File: config.mk
export PLATFORM = sky130hd
export DESIGN_NAME = sw_debounce
export DESIGN_NICKNAME = d
export VERILOG_FILES = /design/src/rtl/sw_debounce.sv
export SDC_FILE = /design/constraint.sdc
export NUM_CORES = 1
export LEC_CHECK = 0
export CAP_MARGIN = 30
export CORE_MARGIN = 5
export CORE_UTILIZATION = 55
export CTS_CLUSTER_SIZE = 30
export DETAILED_ROUTE_END_ITERATION = 8
export PLACE_DENSITY = 0.8
export SYNTH_ARGS = -nofsm -noshare
export SYNTH_HDL_FRONTEND = slang
export SYNTH_SLANG_ARGS = --single-unit
File: constraint.sdc
create_clock -name clk -period 5.34 [get_ports clk]
set_clock_uncertainty 0.15 [all_clocks]
set_input_delay 1.068 -clock clk [delete_from_list [all_inputs] [get_ports clk]]
set_output_delay 1.068 -clock clk [all_outputs]
set_load 0.02 [all_outputs]
File: src/rtl/sw_debounce.sv
// rtl/sw_debounce.sv - two-flop synchroniser plus per-bit counter debounce for slide switches
//
// Purpose: condition raw board switch levels before they reach the CPU SW inputs.
//   Each bit is synchronised to clk and only allowed to change its clean level
//   after db_cycles consecutive cycles of disagreement with the current clean level.
//
// Optional feature macro: SW_EDGE_PULSE_EN (adds the sw_rise port and its registers).
//
// Ports:
//   clk         system clock
//   reset       asynchronous, active-high reset
//   sw_raw      raw asynchronous switch levels
//   sw_clean    debounced levels
//   sw_changed  one-cycle pulse when any sw_clean bit changes
//   sw_rise     per-bit one-cycle rising-edge pulses (SW_EDGE_PULSE_EN only)

module sw_debounce #(
  parameter int n_sw      = 10,
  parameter int db_cycles = 16
) (
  input  logic            clk,
  input  logic            reset,
  input  logic [n_sw-1:0] sw_raw,
  output logic [n_sw-1:0] sw_clean,
  output logic            sw_changed
`ifdef SW_EDGE_PULSE_EN
  ,
  output logic [n_sw-1:0] sw_rise
`endif
);

  // max(1, $clog2(db_cycles)); db_cycles of 1 or 2 still needs a 1-bit counter.
  localparam int cnt_w = (db_cycles > 2) ? $clog2(db_cycles) : 1;
  localparam logic [cnt_w-1:0] cnt_last = cnt_w'(db_cycles - 1);

  logic [n_sw-1:0]  sync1;
  logic [n_sw-1:0]  sync2;
  logic [cnt_w-1:0] cnt [n_sw];
  logic [n_sw-1:0]  flip;

  // A bit flips when it has disagreed with its clean level for db_cycles
  // consecutive cycles, i.e. this is the db_cycles-th disagreeing cycle.
  always_comb begin
    flip = '0;
    for (int i = 0; i < n_sw; i++) begin
      flip[i] = (sync2[i] != sw_clean[i]) && (cnt[i] == cnt_last);
    end
  end

  always_ff @(posedge clk or posedge reset) begin
    if (reset) begin
      sync1 <= '0;
      sync2 <= '0;
    end else begin
      sync1 <= sw_raw;
      sync2 <= sync1;
    end
  end

  // Counter clears on agreement or on qualification, so it never wraps.
  always_ff @(posedge clk or posedge reset) begin
    if (reset) begin
      for (int i = 0; i < n_sw; i++) begin
        cnt[i] <= '0;
      end
    end else begin
      for (int i = 0; i < n_sw; i++) begin
        if ((sync2[i] == sw_clean[i]) || flip[i]) begin
          cnt[i] <= '0;
        end else begin
          cnt[i] <= cnt[i] + 1'b1;
        end
      end
    end
  end

  always_ff @(posedge clk or posedge reset) begin
    if (reset) begin
      sw_clean   <= '0;
      sw_changed <= 1'b0;
    end else begin
      sw_clean   <= sw_clean ^ flip;
      sw_changed <= |flip;
    end
  end

`ifdef SW_EDGE_PULSE_EN
  // A flipping bit takes the sync2 value, so flip & sync2 marks 0->1 updates.
  always_ff @(posedge clk or posedge reset) begin
    if (reset) begin
      sw_rise <= '0;
    end else begin
      sw_rise <= flip & sync2;
    end
  end
`endif

endmodule

==> impl_metrics.toml <==
[status]
status = "completed"

[clock_tree]
cts_buffer_depth = 2
hold_buffers = 0
cts_tree = "done"
cts_resized = 0
clkTransAtPathRegs_ns = 0.07
clk_latency_ns = 0.34
cts_sinks = 71
cts_buffers = 9
htreeDepth = 3
cts_setup_buffers = 0
root_buffer = "clkbuf_8"

[timing]
finalCritPeriodShare_pct = 48.2
rsz0062_at_grt = "no"
fin_ws_ns = 2.77
worst_slew_pin_slew_ns = 0.540
slew_viol_final = 0
finalCriticalPeriod_ns = 2.57
tns_ns = 0
hold_viol_final = 0
slew_headroom_pct = 64.0
max_clock_freq_ghz = 0.389
finalSetupViolations = 0

[synth]
synth.cell_area_um2 = 2700
yosysWarnings = 0
netlist-cell-type-count = 19
yosysSeqAreaShare_pct = 65.9
avgSynthCellArea_um2 = 13.0
synth_nets = 230
syn_inst = 208
ys_ff_latch = 71

[pwr]
powerDensity_nw_per_um2 = 341
p_leak_nw = 1.54
irDropWorstVdd_mv = 0.225
finalPower_mw = 1.10

[grt]
grt_max_degree = 45
grt_pass1_wl_um = 6620
grt_use_met1_pct = 17.4
antenna_found_initial = 0
grt_pass1_vias = 1587
grt-ovfl-total = 0
grt.met3_usage_pct = 5.08
grtUsageTotal_pct = 13.9
grt-busiest-layer = "met2"
met2_usage_pct = 20.3

[die]
start_util_pct = 56.7
fp-row-count = 25
die_h_um = 80
io_pins = 23
dieArea_um2 = 6400
chipWidth_um = 80
fp.coreArea_um2 = 4750

[placement]
finalWeightedCongestion = 0.704
port_buffers = 22
dp_hpwl_um = 2670
detailedPlace.worstSlack_ns = 2.72

[critical_path]
crit_family = "buffers and inverters"
critical_path.max_stage_delay_ns = 0.63
worst_setup_path_start_kind = "register"
worstPathRequired_ns = 4.12
crit_chain = "clkdlybuf4s50_1"
worstSetupPathType = "register to output port"
crit_buf_inv = 1
crit_path_end_kind = "output port"
arrival_ns = 1.35
crit_fanout = 3
slowest_stage = "clkdlybuf4s50_1"

[routing]
drt-total-wl_um = 3780
ant_nets = 0
wire_per_inst_um = 12.1
route.detailed.drc = 0
dr.pass1.iters = 4
via_count = 1512
drtIter0Drc = 58
viasPerCell = 4.83

[cells_and_area]
area_growth_syn_to_layout_pct = 19.4
diodes = 0
drive_above_1_share_pct = 8.94
nets = 264
filler_cell_count = 365

[job]
drv_cap = 0

[min_path]
hold_class = "register to register"
[cells by family (layout without fill, tap and decap cells)]
| logic type | Yosys count | count (layout) | synth area share (%) |
|---|---|---|---|
| xor+xnor | 30 | 30 | 9.75 |
| simple gates | 73 | 73 | 13.0 |
| buf+inv | 9 | 47 | 1.25 |
| mux | 10 | 10 | 4.18 |
| compound gates | 5 | 5 | 1.25 |
| flops | 71 | 71 | 65.9 |
| fa+ha+maj | 10 | 10 | 4.64 |
[layer usage]
layer | up-vias | wire [um]
met5 | - | 0
met4 | 0 | 108
met1 | 728 | 1800
li1 | 748 | -
met3 | 10 | 202
met2 | 26 | 1670
[Yosys cell counts, drive strengths merged]
master | instances | area (um^2)
a31o | 1 | 8.76
and2 | 2 | 12.5
and3 | 2 | 12.5
dfrtp | 71 | 1780
ha | 10 | 125
inv | 9 | 33.8
mux2 | 10 | 113
nand2 | 2 | 7.51
nand2b | 7 | 43.8
nand3 | 20 | 113
nor2 | 36 | 135
nor2b | 2 | 12.5
o22ai | 4 | 25.0
or3 | 1 | 6.26
or4 | 1 | 7.51
xnor2 | 16 | 140
xor2 | 14 | 123
[report_power, final]
group          switching, mW  internal, mW
clock                  0.185         0.272
sequential            0.0169         0.564
combinational         0.0319        0.0288
[final timing paths]
kind,from,to,slack (ns),cells past startpoint
max reg2reg,cnt[32],sw_changed,3.41,5
min in group asynchronous,reset,cnt[30],0.94,2
max in group asynchronous,reset,sync2[5],3.18,3
min reg2reg,sync1[4],sync2[4],0.20,0
max,register,sw_clean[3],2.77,1
min,sync1[4],sync2[4],0.20,0
[layout make-up]
| cell class | count | area [um^2] | share of cell area [%] |
|---|---|---|---|
| clock inverters | 4 | 70.1 | 2.18 |
| well taps | 67 | 83.8 | 2.60 |
| inverters | 9 | 33.8 | 1.05 |
| clock buffers | 11 | 141 | 4.39 |
| flip-flops and latches | 71 | 1780 | 55.2 |
| multi-input cells | 128 | 885 | 27.5 |
| repair buffers | 23 | 228 | 7.08 |
[metrics by stage]
stage	util, %	area (um^2)	hold slack (ns)	instances
after floorplan	-	2700	0.181	208
after detailed placement	63.2	3010	0.188	298
after global placement	63.2	3010	0.184	298
after global routing	67.7	3220	0.214	313
final	67.7	3220	0.202	313
after CTS	67.7	3220	0.203	313
[layout by cell type (no fill, tap or decap), types with 2 or more instances in the layout]
| cell type | count |
|---|---|
| nand3_1 | 19 |
| xnor2_1 | 16 |
| mux2_1 | 6 |
| o22ai_1 | 4 |
| xor2_1 | 14 |
| nor2_1 | 36 |
| ha_1 | 10 |
| and3_1 | 2 |
| dfrtp_1 | 71 |
| nand2b_1 | 7 |
| and2_1 | 2 |
| nor2b_1 | 2 |
| nand2_1 | 2 |
| clkbuf_8 | 10 |
| mux2_2 | 4 |
| inv_1 | 8 |
| clkdlybuf4s50_1 | 22 |
| clkinv_2 | 2 |
| bufinv_16 | 2 |
Power figures use the tool's default switching activity.
